`src/rtl/mem_wb_stage.sv`:
```
// MEM/WB pipeline register and register-file write-back driver.
// Holds the memory-stage result for one cycle, extracts big-endian load data,
// and drives the single register-file write port. Late results from the
// multiply/divide unit (MDU) take the port whenever the pipeline does not
// need it; a small starvation counter asks the hazard unit for a bubble when
// the MDU has been denied for too long. Writes to $zero are always dropped.
module mem_wb_stage #(
  parameter int MDU_WAIT_MAX = 3
) (
  input  logic        clk,
  input  logic        rst,
  input  logic        stall,
  input  logic        flush,
  input  logic        mem_valid,
  input  logic        mem_reg_write,
  input  logic [4:0]  mem_dest,
  input  logic        mem_mem_to_reg,
  input  logic [31:0] mem_alu_result,
  input  logic [31:0] mem_load_data,
  input  logic [2:0]  mem_load_type,
  input  logic        mdu_req,
  input  logic [4:0]  mdu_dest,
  input  logic [31:0] mdu_result,
  output logic        mdu_ack,
  output logic        pipe_hold,
  output logic        ld_misalign,
  output logic        RegWrite,
  output logic [4:0]  Write_reg,
  output logic [31:0] Data,
  output logic        wb_fwd_valid
);

  // Load type encodings; anything unlisted behaves as a full word.
  localparam logic [2:0] LT_LW  = 3'b000;
  localparam logic [2:0] LT_LH  = 3'b001;
  localparam logic [2:0] LT_LHU = 3'b010;
  localparam logic [2:0] LT_LB  = 3'b011;
  localparam logic [2:0] LT_LBU = 3'b100;

  localparam logic [2:0] CNT_SAT  = 3'd7;
  localparam logic [2:0] WAIT_MAX = 3'(MDU_WAIT_MAX);

  // Stage register
  logic        valid_q,      valid_d;
  logic        reg_write_q,  reg_write_d;
  logic [4:0]  dest_q,       dest_d;
  logic        mem_to_reg_q, mem_to_reg_d;
  logic [31:0] alu_result_q, alu_result_d;
  logic [31:0] load_data_q,  load_data_d;
  logic [2:0]  load_type_q,  load_type_d;
  logic        done_q,       done_d;

  // MDU starvation counter
  logic [2:0]  wait_cnt_q,   wait_cnt_d;

  // Combinational helpers
  logic [1:0]  addr_lo;
  logic [7:0]  byte_sel;
  logic [15:0] half_sel;
  logic [31:0] load_val;
  logic [31:0] wb_val;
  logic        is_half;
  logic        is_byte;
  logic        misalign;
  logic        pipe_we;

  // Next stage-register contents: flush beats stall, stall holds and
  // remembers that the held instruction already wrote.
  always_comb begin
    valid_d      = valid_q;
    reg_write_d  = reg_write_q;
    dest_d       = dest_q;
    mem_to_reg_d = mem_to_reg_q;
    alu_result_d = alu_result_q;
    load_data_d  = load_data_q;
    load_type_d  = load_type_q;
    done_d       = done_q;
    if (flush) begin
      valid_d = 1'b0;
      done_d  = 1'b0;
    end else if (stall) begin
      done_d = done_q | pipe_we;
    end else begin
      valid_d      = mem_valid;
      reg_write_d  = mem_reg_write;
      dest_d       = mem_dest;
      mem_to_reg_d = mem_mem_to_reg;
      alu_result_d = mem_alu_result;
      load_data_d  = mem_load_data;
      load_type_d  = mem_load_type;
      done_d       = 1'b0;
    end
  end

  // Stage register with synchronous reset.
  always_ff @(posedge clk) begin
    if (rst) begin
      valid_q      <= 1'b0;
      reg_write_q  <= 1'b0;
      dest_q       <= 5'd0;
      mem_to_reg_q <= 1'b0;
      alu_result_q <= 32'd0;
      load_data_q  <= 32'd0;
      load_type_q  <= LT_LW;
      done_q       <= 1'b0;
    end else begin
      valid_q      <= valid_d;
      reg_write_q  <= reg_write_d;
      dest_q       <= dest_d;
      mem_to_reg_q <= mem_to_reg_d;
      alu_result_q <= alu_result_d;
      load_data_q  <= load_data_d;
      load_type_q  <= load_type_d;
      done_q       <= done_d;
    end
  end

  // Big-endian byte/halfword selection and sign/zero extension.
  always_comb begin
    addr_lo = alu_result_q[1:0];
    case (addr_lo)
      2'd0:    byte_sel = load_data_q[31:24];
      2'd1:    byte_sel = load_data_q[23:16];
      2'd2:    byte_sel = load_data_q[15:8];
      default: byte_sel = load_data_q[7:0];
    endcase
    half_sel = addr_lo[1] ? load_data_q[15:0] : load_data_q[31:16];
    case (load_type_q)
      LT_LB:   load_val = {{24{byte_sel[7]}}, byte_sel};
      LT_LBU:  load_val = {24'd0, byte_sel};
      LT_LH:   load_val = {{16{half_sel[15]}}, half_sel};
      LT_LHU:  load_val = {16'd0, half_sel};
      default: load_val = load_data_q;
    endcase
    wb_val = mem_to_reg_q ? load_val : alu_result_q;
  end

  // Alignment check; only a real load in stage can be misaligned.
  always_comb begin
    is_half = (load_type_q == LT_LH) || (load_type_q == LT_LHU);
    is_byte = (load_type_q == LT_LB) || (load_type_q == LT_LBU);
    if (is_byte) begin
      misalign = 1'b0;
    end else if (is_half) begin
      misalign = addr_lo[0];
    end else begin
      misalign = (addr_lo != 2'd0);
    end
    ld_misalign = valid_q & mem_to_reg_q & misalign;
    pipe_we     = valid_q & reg_write_q & (dest_q != 5'd0) & ~done_q & ~ld_misalign;
  end

  // Write-port arbitration: pipeline first, MDU fills idle cycles.
  // The MDU is never granted while reset is asserted.
  always_comb begin
    RegWrite     = 1'b0;
    Write_reg    = 5'd0;
    Data         = 32'd0;
    mdu_ack      = 1'b0;
    wb_fwd_valid = 1'b0;
    if (pipe_we) begin
      RegWrite     = 1'b1;
      Write_reg    = dest_q;
      Data         = wb_val;
      wb_fwd_valid = 1'b1;
    end else if (mdu_req && !rst) begin
      mdu_ack   = 1'b1;
      RegWrite  = (mdu_dest != 5'd0);
      Write_reg = mdu_dest;
      Data      = mdu_result;
    end
  end

  // Count consecutive denied MDU cycles, saturating; any grant or idle clears.
  always_comb begin
    wait_cnt_d = 3'd0;
    if (mdu_req && !mdu_ack) begin
      wait_cnt_d = (wait_cnt_q == CNT_SAT) ? CNT_SAT : wait_cnt_q + 3'd1;
    end
    pipe_hold = (wait_cnt_q >= WAIT_MAX);
  end

  // Starvation counter register.
  always_ff @(posedge clk) begin
    if (rst) begin
      wait_cnt_q <= 3'd0;
    end else begin
      wait_cnt_q <= wait_cnt_d;
    end
  end

endmodule

```
`config.mk`:
```
export PLATFORM = sky130hd
export DESIGN_NAME = mem_wb_stage
export DESIGN_NICKNAME = d
export VERILOG_FILES = /design/src/rtl/mem_wb_stage.sv
export SDC_FILE = /design/constraint.sdc
export NUM_CORES = 1
export LEC_CHECK = 0
export CAP_MARGIN = 5
export CORE_UTILIZATION = 49
export CTS_CLUSTER_SIZE = 16
export DETAILED_ROUTE_END_ITERATION = 8
export PLACE_DENSITY_LB_ADDON = 0.15
export SYNTH_ARGS = -nofsm -noshare
export SYNTH_HDL_FRONTEND = slang
export SYNTH_SLANG_ARGS = --single-unit
export TNS_END_PERCENT = 50
```
`constraint.sdc`:
```
create_clock -name clk -period 2.81 [get_ports clk]
set_input_delay 0.4215 -clock clk [delete_from_list [all_inputs] [get_ports clk]]
set_output_delay 0.4215 -clock clk [all_outputs]
set_load 0.02 [all_outputs]
```
Word level (Yosys, flattened, before mapping)
Cells that the tools add are included.

cells by class
  add/sub/neg operators = 1
  reduce and logical (&&, ||, !) cells = 14
  eq/ne operators = 7
  muxes and demuxes = 16
  magnitude comparators = 1
  bitwise logic cells = 12

operators by type and width
  kind                                                                                 count
  32-bit one-hot mux with 4 select lines                                               1
  32-bit 2-to-1 mux                                                                    3
  8-bit one-hot mux with 3 select lines                                                1
  16-bit 2-to-1 mux                                                                    1
  5-bit 2-to-1 mux                                                                     2
  5-bit nonzero test                                                                   2
  1-bit 2-to-1 mux                                                                     7
  1-bit AND                                                                            6
  3-bit by 2-bit == test with 1-bit output, second input constant                      2
  3-bit == test, second input constant                                                 2
  1-bit inverter                                                                       5
  2-bit OR reduction                                                                   2
  3-bit by 1-bit adder with 3-bit output, second input constant                        1
  3-bit by 1-bit == test with 1-bit output, second input constant                      1
  3-bit by 2-bit greater-or-equal comparator with 1-bit output, second input constant  1
  3-bit 2-to-1 mux                                                                     1
  3-bit OR reduction                                                                   1
  2-bit by 1-bit == test with 1-bit output, second input constant                      1
  2-bit == test, second input constant                                                 1
  1-bit logical AND                                                                    2
  1-bit logical NOT                                                                    2
  2-bit logical NOT                                                                    1
  1-bit logical OR                                                                     2
  2-bit AND reduction                                                                  1
  2 further kinds                                                                      2

word-level totals
  flip-flop bits (word level) = 79

Longest topological paths before layout
  depth in word-level cells = 12
  depth in mapped cells = 8

Worst setup path before layout
OpenSTA, ideal clock, no wires.

  kind = register to output
  start = reg alu_result_q[1]
  end = out Data[7]
  data required time = 2.389 ns
  cell stages (with the launch flop) = 8
  data arrival time = 1.959 ns
  slack = 0.430 ns
  path through = dfxtp_1 -> buf_2 -> or2_2 -> clkbuf_1 -> a222oi_1 -> o21a_1 -> a21oi_1 -> o311ai_1

on the way
  longest elaborated chain between the ends = 7

RTL lines
  what                                                                                            RTL line  source
  start: declaration                                                                              48        logic [31:0] alu_result_q, alu_result_d;
  start signal: assignment                                                                        111       alu_result_q <= alu_result_d;
  parallel branches: the longest is 6 deep, another holds 32-bit one-hot mux with 4 select lines  -
  32-bit 2-to-1 mux (*)                                                                           161       if (pipe_we) begin
  end: declaration                                                                                29        output logic [31:0] Data,

Mark *: on every way between the ends.

Worst setup path after layout
  start = reg load_type_q[0]
  end = out Data[6]

on the way
  longest elaborated chain between the ends = 8

RTL lines
  what                                                                                                  RTL line  source
  start: declaration                                                                                    50        logic [2:0] load_type_q, load_type_d;
  start signal: assignment                                                                              113       load_type_q <= load_type_d;
  3-bit by 1-bit == test with 1-bit output or 3-bit by 2-bit == test with 1-bit output (tied branches)  128, 140
  1-bit logical OR                                                                                      140       is_half = (load_type_q == LT_LH) || (load_type_q == LT_LHU);
  1-bit 2-to-1 mux                                                                                      144       end else if (is_half) begin
  1-bit 2-to-1 mux                                                                                      142       if (is_byte) begin
  1-bit AND                                                                                             149       ld_misalign = valid_q & mem_to_reg_q & misalign;
  1-bit inverter                                                                                        150       pipe_we = valid_q & reg_write_q & (dest_q != 5'd0) & ~done_q & ~ld_misalign;
  1-bit AND                                                                                             150
  32-bit 2-to-1 mux (*)                                                                                 161

Every way passes the cells marked *; elsewhere a longest branch is shown, timed or not.

==> summary.md <==
| Metric | Value |
|---|---|
| Status | `finished, violations left` |
| Violated checks | `design-rule violations, negative setup slack` |
| Slew HR | `0.472` |
| Slew Viols, Final | `0` |
| Post-synth top flop | `dfxtp_1` |
| Reg clk slew, reported paths | `0.10 ns` |
| Max Used Layer | `met4` |
| Metal-1 WL | `6600 µm` |
| GR Util All Layers | `0.334` |
| Die area | `9600 µm²` |
| Clk_skew | `0.0146 ns` |
| Initial antenna violation count | `0` |
| Hold-critical path depth | `2` |
| Register area share after synthesis | `0.350` |
| Vias in the first global route | `5143` |
| CTS HTree Levels | `3` |
| Crit path kind | `register to output pin` |
| Post-DR wirelength/cell | `17.7 µm` |
| Leak Pwr | `2.60 nW` |
| Crit Reg-Reg Endpoint | `done_q` |
| Share of post-route cells with drive strength above 1 | `0.106` |
| Die X | `98.0 µm` |
| R2r startpoint | `load_type_q[0]` |
| Number of synthesized flops with an enable pin | `0` |
| # diodes | `0` |
| RSZ-0062 raised after global routing | `yes` |
| Final period utilization | `1.00` |
| Worst-skew pair later-pin latency | `0.36 ns` |
| Hold wc startpoint | `alu_result_q[14]` |
| CP max FO | `24` |
| Critical Path RT | `2.39 ns` |
| WHS Endpoint | `alu_result_q[14]` |
| Cell variety after synth | `43` |
| PwrDens | `396 nW/µm²` |
| Syn Nets | `775` |
| Kind of end point of the critical path | `output pin` |
| Overall power | `0.00260 W` |
| Via/cell ratio | `5.89` |
| Worst path arrival time | `2.39 ns` |
| Initial DRC Count | `434` |
| Root buffer cell | `clkbuf_8` |
| Starting Density | `0.513` |
| Ys Warns | `0` |
| Fmax | `355 MHz` |
| Gate Count Post-Synth | `657` |
| R2R depth | `9` |
| DR WL met3 | `1210 µm` |
| Cts bufs inserted | `9` |
| Total wire length | `16300 µm` |
| Final min period | `2.82 ns` |
| Fin Setup TNS | `-0.00511 ns` |
| Area grow syn2layout | `45.6%` |
| Top cells by area, synth | `dfxtp_1, nand2_1, a21oi_1` |
| Cell Area, Synth | `4510 µm²` |
| # rows | `34` |
| Commonest cells in the synthesized netlist | `nand2_1, a21oi_1, dfxtp_1, o21ai_0, clkbuf_1` |
| Max Root-Sink Buffers | `2` |
| Routability cong. | `0.921` |
| Max cap viols | `0` |
| Hold Fails Final Rpt | `0` |
| # DRC | `12` |
| Least-Margin Pin Slew | `0.792 ns` |
| Pre-antenna DRT Iters | `9` |
| Post-synth top area cell | `dfxtp_1` |
| Met2 WL | `8010 µm` |
| Die Y | `98.0 µm` |
| Reg-to-reg slack, setup | `0.92 ns` |
| Buffers on Ports | `158` |
| Final HPWL DP | `11300 µm` |
| First-pass GRT wire length | `25600 µm` |
| Total number of vias | `5407` |
| Startpoint class of the critical path | `register` |
| Setup WS post-layout | `-0.00511 ns` |
| Hold Crit Class | `register to register` |
| Core footprint | `8810 µm²` |
| CTS tree | `done` |
| Finish-stage setup viols | `1` |
| Fill cell count | `744` |
| I/O pin count | `159` |
| Syn_area_per_cell | `6.87 µm²` |
| Largest net degree at the start of global routing | `77` |
| #FFs+latches synth | `79` |
| Peak supply drop | `0.000233 V` |
| # clock sinks | `79` |
| FFs w/ async S/R, synth | `0` |
| Gr ovfl total | `0` |
| Cell with the most instances after synthesis | `nand2_1` |
| Synth top area share | `0.350` |
| Final ANT Viol Nets | `0` |
| # nets final | `923` |
critical path: stages (launching register included):
cell and delay, ns:
dfxtp_4 0.41, nor2b_1 0.23, o2bb2ai_2 0.17, o31ai_4 0.12, buf_4 0.16, buf_4 0.14
clkbuf_16 0.18, o21ai_0 0.26, clkdlybuf4s15_1 0.35
through the flow:
| step | instances | hold slack, ns | area, µm² | util | setup WS [ns] |
|---|---|---|---|---|---|
| floorplan | 657 | 0.433 | 4510 | - | 0.430 |
| global placement | 897 | 0.442 | 6310 | 0.716 | 0.0734 |
| detailed placement | 897 | 0.448 | 6310 | 0.716 | -0.00263 |
| CTS | 914 | 0.460 | 6490 | 0.737 | -0.108 |
| global route | 918 | 0.474 | 6570 | 0.746 | -0.0570 |
| finish | 918 | 0.459 | 6570 | 0.746 | -0.00511 |
what timing repair did:
item,CTS,global route
resized for setup,44,37
pin swaps,1,1
hold buffers,0,0
cloned,0,1
endpoints found under the setup margin,40,24
setup buffers,1,3
worst max path at each step:
stage | start | endpoint | cells past startpoint
final | load_type_q[0] | Data[6] | 8
after global routing | load_type_q[0] | Data[6] | 8
after CTS | alu_result_q[1] | Data[28] | 7
after detailed placement | alu_result_q[0] | Data[6] | 7
after global placement | alu_result_q[1] | Data[6] | 7
after floorplan | alu_result_q[1] | Data[7] | 7
cell usage in the layout, fill, tap and decap left out, types with 6 or more instances in the layout:
cell,instances
clkdlybuf4s15_1,7
clkbuf_8,9
or2_2,9
o221ai_1,7
clkbuf_2,6
clkdlybuf4s50_1,118
a21oi_1,98
buf_4,34
dfxtp_1,74
nand2b_1,11
a221oi_1,17
nand3_1,26
a31oi_1,12
nand2_1,184
nor2b_1,16
dlymetal6s2s_1,7
dlygate4sd2_1,19
a21o_1,6
mux2i_1,6
o211ai_1,7
a222oi_1,8
nor2_1,21
o21ai_0,47
a32o_1,6
power by group:
group          total (W)  switching, W  internal [W]
sequential       0.00122     0.0000529       0.00117
combinational   0.000585      0.000279      0.000306
clock           0.000796      0.000461      0.000335
total            0.00260      0.000793       0.00181
layout make-up:
| type | instances | area [µm²] | share of cell area |
|---|---|---|---|
| Inverter | 3 | 13.8 | 0.00209 |
| Multi-Input combinational cell | 513 | 2720 | 0.414 |
| Clock inverter | 6 | 52.6 | 0.00800 |
| Clock buffer | 10 | 128 | 0.0194 |
| Timing Repair Buffer | 199 | 1930 | 0.293 |
| Sequential cell | 79 | 1600 | 0.243 |
| Tap cell | 108 | 135 | 0.0206 |
layer usage:
| layer | vias up | GRT usage |
|---|---|---|
| li1 | 2596 | - |
| met1 | 2510 | 0.422 |
| met2 | 262 | 0.579 |
| met3 | 39 | 0.0465 |
| met4 | 0 | 0.121 |
| met5 | - | 0 |
kinds of logic after synthesis:
family          after synthesis  synth area share
simple gates                284             0.274
compound gates              219             0.296
flops                        79             0.350
buf+inv                      65            0.0574
mux                           8            0.0177
xor+xnor                      1           0.00194
fa+ha+maj                     1           0.00277
flip-flops by register name, indices dropped and copies added, names as in the netlist:
register and count:
load_data_q 32, alu_result_q 32, dest_q 5, wait_cnt_q 3, mem_to_reg_q 1, valid_q 1
reg_write_q 1, load_type_q 3, done_q 1
(Power assumes the default switching activity.)
